<file path="src/rtl/alu_share_arbiter.sv">
// alu_share_arbiter: two requesters time-share a single ALU32Bit instance.
// The winner's operands are registered on accept, evaluated once, and the
// result is held on a shared response bus until the owning requester takes it.
// A round-robin pointer, updated only on response completion, breaks ties.

// ALU32Bit: purely combinational 32-bit ALU. Overflow is signed overflow for
// add/sub and low for every other opcode; shift amount is target[5:0], so
// shifts of 32 or more produce zero.
module ALU32Bit (
  input  logic [2:0]  opcode_i,
  input  logic [31:0] source_i,
  input  logic [31:0] target_i,
  output logic [31:0] result_o,
  output logic        overflow_o
);

  logic [31:0] sumVal;
  logic [31:0] diffVal;

  assign sumVal  = source_i + target_i;
  assign diffVal = source_i - target_i;

  // Decode the opcode into a result and the signed-overflow flag.
  always_comb begin
    result_o   = '0;
    overflow_o = 1'b0;
    case (opcode_i)
      3'b000: begin
        result_o   = sumVal;
        overflow_o = (source_i[31] == target_i[31]) && (sumVal[31] != source_i[31]);
      end
      3'b001: begin
        result_o   = diffVal;
        overflow_o = (source_i[31] != target_i[31]) && (diffVal[31] != source_i[31]);
      end
      3'b010: result_o = source_i & target_i;
      3'b011: result_o = source_i | target_i;
      3'b100: result_o = source_i ^ target_i;
      3'b101: result_o = ~source_i;
      3'b110: result_o = source_i << target_i[5:0];
      3'b111: result_o = '0;
      default: result_o = '0;
    endcase
  end

endmodule

module alu_share_arbiter #(
  parameter int DATA_WIDTH   = 32,
  parameter int OPCODE_WIDTH = 3
) (
  input  logic                    clk_i,
  input  logic                    rst_ni,
  input  logic                    req0_valid_i,
  output logic                    req0_ready_o,
  input  logic [DATA_WIDTH-1:0]   req0_source_i,
  input  logic [DATA_WIDTH-1:0]   req0_target_i,
  input  logic [OPCODE_WIDTH-1:0] req0_opcode_i,
  input  logic                    req1_valid_i,
  output logic                    req1_ready_o,
  input  logic [DATA_WIDTH-1:0]   req1_source_i,
  input  logic [DATA_WIDTH-1:0]   req1_target_i,
  input  logic [OPCODE_WIDTH-1:0] req1_opcode_i,
  output logic                    rsp0_valid_o,
  input  logic                    rsp0_ready_i,
  output logic                    rsp1_valid_o,
  input  logic                    rsp1_ready_i,
  output logic [DATA_WIDTH-1:0]   rsp_result_o,
  output logic                    rsp_overflow_o,
  output logic                    busy_o,
  output logic                    grant_id_o
);

  typedef enum logic [1:0] {
    StIdle = 2'd0,
    StExec = 2'd1,
    StResp = 2'd2
  } state_e;

  state_e                  state_q;
  logic                    prio_q;
  logic                    grantId_q;
  logic                    busy_q;
  logic                    rsp0Valid_q;
  logic                    rsp1Valid_q;
  logic [DATA_WIDTH-1:0]   result_q;
  logic                    overflow_q;
  logic [DATA_WIDTH-1:0]   source_q;
  logic [DATA_WIDTH-1:0]   target_q;
  logic [OPCODE_WIDTH-1:0] opcode_q;

  logic                    grantSel_d;
  logic [DATA_WIDTH-1:0]   source_d;
  logic [DATA_WIDTH-1:0]   target_d;
  logic [OPCODE_WIDTH-1:0] opcode_d;
  logic                    anyValid;
  logic                    acceptEn;
  logic                    rspReady;
  logic [DATA_WIDTH-1:0]   aluResult;
  logic                    aluOverflow;

  assign anyValid = req0_valid_i | req1_valid_i;
  assign acceptEn = rst_ni && (state_q == StIdle) && anyValid;

  // Choose the winner: a lone requester wins outright, otherwise the pointer decides.
  always_comb begin
    grantSel_d = prio_q;
    if (req0_valid_i && !req1_valid_i) begin
      grantSel_d = 1'b0;
    end else if (!req0_valid_i && req1_valid_i) begin
      grantSel_d = 1'b1;
    end
  end

  // Steer the winner's operands toward the operand registers.
  always_comb begin
    source_d = req0_source_i;
    target_d = req0_target_i;
    opcode_d = req0_opcode_i;
    if (grantSel_d) begin
      source_d = req1_source_i;
      target_d = req1_target_i;
      opcode_d = req1_opcode_i;
    end
  end

  assign req0_ready_o = acceptEn && !grantSel_d;
  assign req1_ready_o = acceptEn &&  grantSel_d;

  assign rspReady = grantId_q ? rsp1_ready_i : rsp0_ready_i;

  ALU32Bit uAlu (
    .opcode_i   (opcode_q),
    .source_i   (source_q),
    .target_i   (target_q),
    .result_o   (aluResult),
    .overflow_o (aluOverflow)
  );

  // Arbitration FSM: accept in IDLE, evaluate in EXEC, hold the response in RESP.
  always_ff @(posedge clk_i or negedge rst_ni) begin
    if (!rst_ni) begin
      state_q     <= StIdle;
      prio_q      <= 1'b0;
      grantId_q   <= 1'b0;
      busy_q      <= 1'b0;
      rsp0Valid_q <= 1'b0;
      rsp1Valid_q <= 1'b0;
      result_q    <= '0;
      overflow_q  <= 1'b0;
      source_q    <= '0;
      target_q    <= '0;
      opcode_q    <= '0;
    end else begin
      case (state_q)
        StIdle: begin
          if (anyValid) begin
            source_q  <= source_d;
            target_q  <= target_d;
            opcode_q  <= opcode_d;
            grantId_q <= grantSel_d;
            busy_q    <= 1'b1;
            state_q   <= StExec;
          end
        end
        StExec: begin
          result_q    <= aluResult;
          overflow_q  <= aluOverflow;
          rsp0Valid_q <= !grantId_q;
          rsp1Valid_q <= grantId_q;
          state_q     <= StResp;
        end
        StResp: begin
          if (rspReady) begin
            rsp0Valid_q <= 1'b0;
            rsp1Valid_q <= 1'b0;
            busy_q      <= 1'b0;
            prio_q      <= !grantId_q;
            state_q     <= StIdle;
          end
        end
        default: begin
          state_q <= StIdle;
        end
      endcase
    end
  end

  assign rsp0_valid_o   = rsp0Valid_q;
  assign rsp1_valid_o   = rsp1Valid_q;
  assign rsp_result_o   = result_q;
  assign rsp_overflow_o = overflow_q;
  assign busy_o         = busy_q;
  assign grant_id_o     = grantId_q;

endmodule

</file>
<file path="config.mk">
export PLATFORM = sky130hd
export DESIGN_NAME = alu_share_arbiter
export DESIGN_NICKNAME = d
export VERILOG_FILES = /design/src/rtl/alu_share_arbiter.sv
export SDC_FILE = /design/constraint.sdc
export NUM_CORES = 1
export LEC_CHECK = 0
export CORE_ASPECT_RATIO = 1.25
export CORE_MARGIN = 4
export CORE_UTILIZATION = 30
export DETAILED_ROUTE_END_ITERATION = 6
export PLACE_DENSITY = 0.59
export SETUP_SLACK_MARGIN = 0.3
export SLEW_MARGIN = 25
export SYNTH_ARGS = -nofsm -noshare
export SYNTH_HDL_FRONTEND = slang
export SYNTH_HIERARCHICAL = 1
export SYNTH_SLANG_ARGS = --single-unit
</file>
<file path="constraint.sdc">
create_clock -name clk_i -period 5.5 [get_ports clk_i]
set_clock_uncertainty 0.05 [all_clocks]
set_input_delay 0.55 -clock clk_i [delete_from_list [all_inputs] [get_ports clk_i]]
set_output_delay 0.55 -clock clk_i [all_outputs]
set_load 0.005 [all_outputs]
</file>
==> results.cfg <==
[run_status]
status = finished clean

[detailed_routing]
drt-initial-drc-count = 1172
drt_pre_antenna_iters = 7
wirelength_met1_mm = 18.8
highest_layer = met4
viasPerCell = 5.76
dr_wl_met2_mm = 20.2
drt-wirelength-per-cell_um = 22.2
routed_wl_mm = 43.5
dr_wl_met3_mm = 2.89
vias = 11300
drc = 0
postRouteAntennaNets = 0

[power]
max-vdd-ir-drop_mv = 0.367
cellPowerDensity_mw_per_mm2 = 753
p_total_w = 0.0102
power.leakage_nw = 5.71

[place]
gp_congestion = 0.954
port_buffers = 178
hpwl_mm = 33.5

[sta]
fin_crit_sh_pct = 70.4
timing.final.max_slew_violations = 0
setup_tns_ns = 0
finalHoldViolCount = 0
fmax_mhz = 258
relSlewSlack_pct = 34.2
rsz0062_at_grt = false
fin_crit_ns = 3.87
setup_viol = 0
worstMarginPinSlew_ns = 0.984

[worst_setup_path]
crit_top_cell = o21ai_1
r2r_cells = 15
cp.required_ns = 5.78
reg2reg_slack_ns = 1.63
crit_family = compound AO/OA/AOI/OAI gates
timing.critical_path.buf_inv = 3
reg2reg_to = rsp_result_o[30]$_DFFE_PN0P_
worstPathCellList = buf_4 > clkinv_1 > buf_4 > ha_1 > nor2b_1 > o21bai_1 > o21ai_1 > o21ai_1 > o311ai_2 > a31o_1 > a41oi_1 > xnor2_1 > o21ai_1 > nand2_1 > nand2_1
slowest_stage = o311ai_2
slowest_delay_ns = 0.63
cp_max_fo = 26
critPathKind = reg2reg
crit_path_end_kind = register
worstPathArrival_ns = 4.15
crit-reg2reg-launch = target_q[2]$_DFFE_PN0P_
start_kind = register

[flow_run]
cap_viol_max_count = 0

[synthesis]
synthCells = 1368
ys_types = 85
ys.warnings.count = 6
synthArstFlopShare_pct = 100
synthTopCellsByArea = dfrtp_1 24%, ha_1 11%, o221a_2 6.8%, nand2_1 6.3%, mux4_2 4.6%
yosys_most_used_dff = dfrtp_1
synth_top_area_share_pct = 23.9
ys_seq_elements = 107
syn_avg_cell_area_um2 = 8.19
syn-cell-area_mm2 = 0.0112
syn-num-nets = 1606
synth_most_common_cell = nand2_1
synthTopCellsByCount = 189 x nand2_1, 107 x dfrtp_1, 96 x ha_1, 91 x inv_1, 91 x nor2_1
yosysTopAreaCell = dfrtp_1
yosysSeqAreaShare_pct = 23.9
synth_edf_count = 0

[finish]
syn2layout_area_growth_pct = 20.8
num-fill-cells = 3814
nNetsFinal = 1707
drive_gt1_share_pct = 10.1

[global_route]
grt_max_degree = 71
grt_overflow_total = 0
antenna_found_initial = 0
grt_usage_pct = 21.0
grt_pass1_wl_mm = 67.7
grt_pass1_vias = 11300

[die]
die_width_um = 181
io_pins = 179
initial_core_util_pct = 30.6
core_mm2 = 0.0366
die_h_um = 224
rows = 78
die-area_mm2 = 0.0405

[clock_tree]
clock_latency_ns = 0.38
clk_pin_slew_worst_paths_ns = 0.08
cts_max_level = 3
cts-root-buf = clkbuf_16
cts.sinks = 107
clock_path_buffers = 2
numCtsBuffers = 9
cts_tree = done
cts_resized = 0
post_cts_buffers = 0
cts_hold_buffers = 0

[hold_path]
min_path_type = in2async
-- registers in the layout, indices dropped and copies added (netlist names) --
signal	cells
prio_q	1
state_q	2
target_q	32
rsp_overflow_o	1
rsp_result_o	32
busy_o	1
rsp1_valid_o	1
source_q	32
grant_id_o	1
rsp0_valid_o	1
opcode_q	3
-- how the worst max path moves through the flow --
stage                             from  slack (ns)  cells past startpoint                      endpoint
5_1_grt        target_q[0]$_DFFE_PN0P_        1.32                     14  rsp_result_o[26]$_DFFE_PN0P_
4_1_cts        target_q[0]$_DFFE_PN0P_        1.70                     14  rsp_result_o[26]$_DFFE_PN0P_
3_3_place_gp   target_q[0]$_DFFE_PN0P_        1.74                     13  rsp_result_o[28]$_DFFE_PN0P_
3_5_place_dp   target_q[2]$_DFFE_PN0P_        1.71                     15  rsp_result_o[30]$_DFFE_PN0P_
2_1_floorplan  target_q[2]$_DFFE_PN0P_        1.78                     17  rsp_result_o[18]$_DFFE_PN0P_
6_report       target_q[2]$_DFFE_PN0P_        1.63                     15  rsp_result_o[30]$_DFFE_PN0P_
-- where the power goes --
group / total (W) / internal [W] / leakage (nW) / switching (W)
Clock: 0.000680 / 0.000356 / 0.141 / 0.000324
Sequential: 0.00180 / 0.00115 / 1.24 / 0.000652
Combinational: 0.00772 / 0.00308 / 4.33 / 0.00463
-- routing by layer --
layer	global-route usage, %	vias to the layer above
li1	-	5253
met1	28.4	5409
met2	33.9	524
met3	3.20	78
met4	7.93	0
met5	0	-
-- cells by family after synthesis --
family	share of synthesized area, %
AOI/OAI and AO/OA	29.3
xor gates and xnor gates	1.95
adders and majority gates	11.1
buffers and inverters	7.70
DFF	23.9
muxes	6.88
and+or+nand+nor	19.1
-- final cells by class --
type                       instances  area [µm²]  area share (%)
antenna                            1        2.50          0.0185
sequential                       107        2680            19.8
inverter                          95         357            2.63
timing repair buffer             196        1910            14.1
clock inverter                     5        60.1           0.444
tap                              480         601            4.44
clock buffer                      11         233            1.72
multi-input combinational       1060        7690            56.8
-- cells in the final DEF, fill, tap and decap left out, types with 19 or more instances in the layout --
cell type	count
nand2_1	189
mux4_2	23
o21ai_0	46
a21oi_1	90
o21ai_1	20
buf_4	19
nor3_1	20
mux2i_1	23
clkdlybuf4s50_1	177
o221a_2	68
dfrtp_1	106
or3_1	70
a211oi_1	28
nor2_1	91
inv_1	91
ha_1	96
-- per-stage QoR --
step / utilization, % / instance area, µm² / worst slack, ns / cells / hold slack, ns
after floorplan: - / 11200 / 1.78 / 1368 / 0.204
after global placement: 36.2 / 13200 / 1.74 / 1938 / 0.413
after detailed placement: 36.2 / 13200 / 1.71 / 1938 / 0.413
after CTS: 37.0 / 13500 / 1.70 / 1954 / 0.0849
after global routing: 37.0 / 13500 / 1.32 / 1954 / 0.126
final: 37.0 / 13500 / 1.63 / 1955 / 0.0900
(Power assumes the default switching activity.)
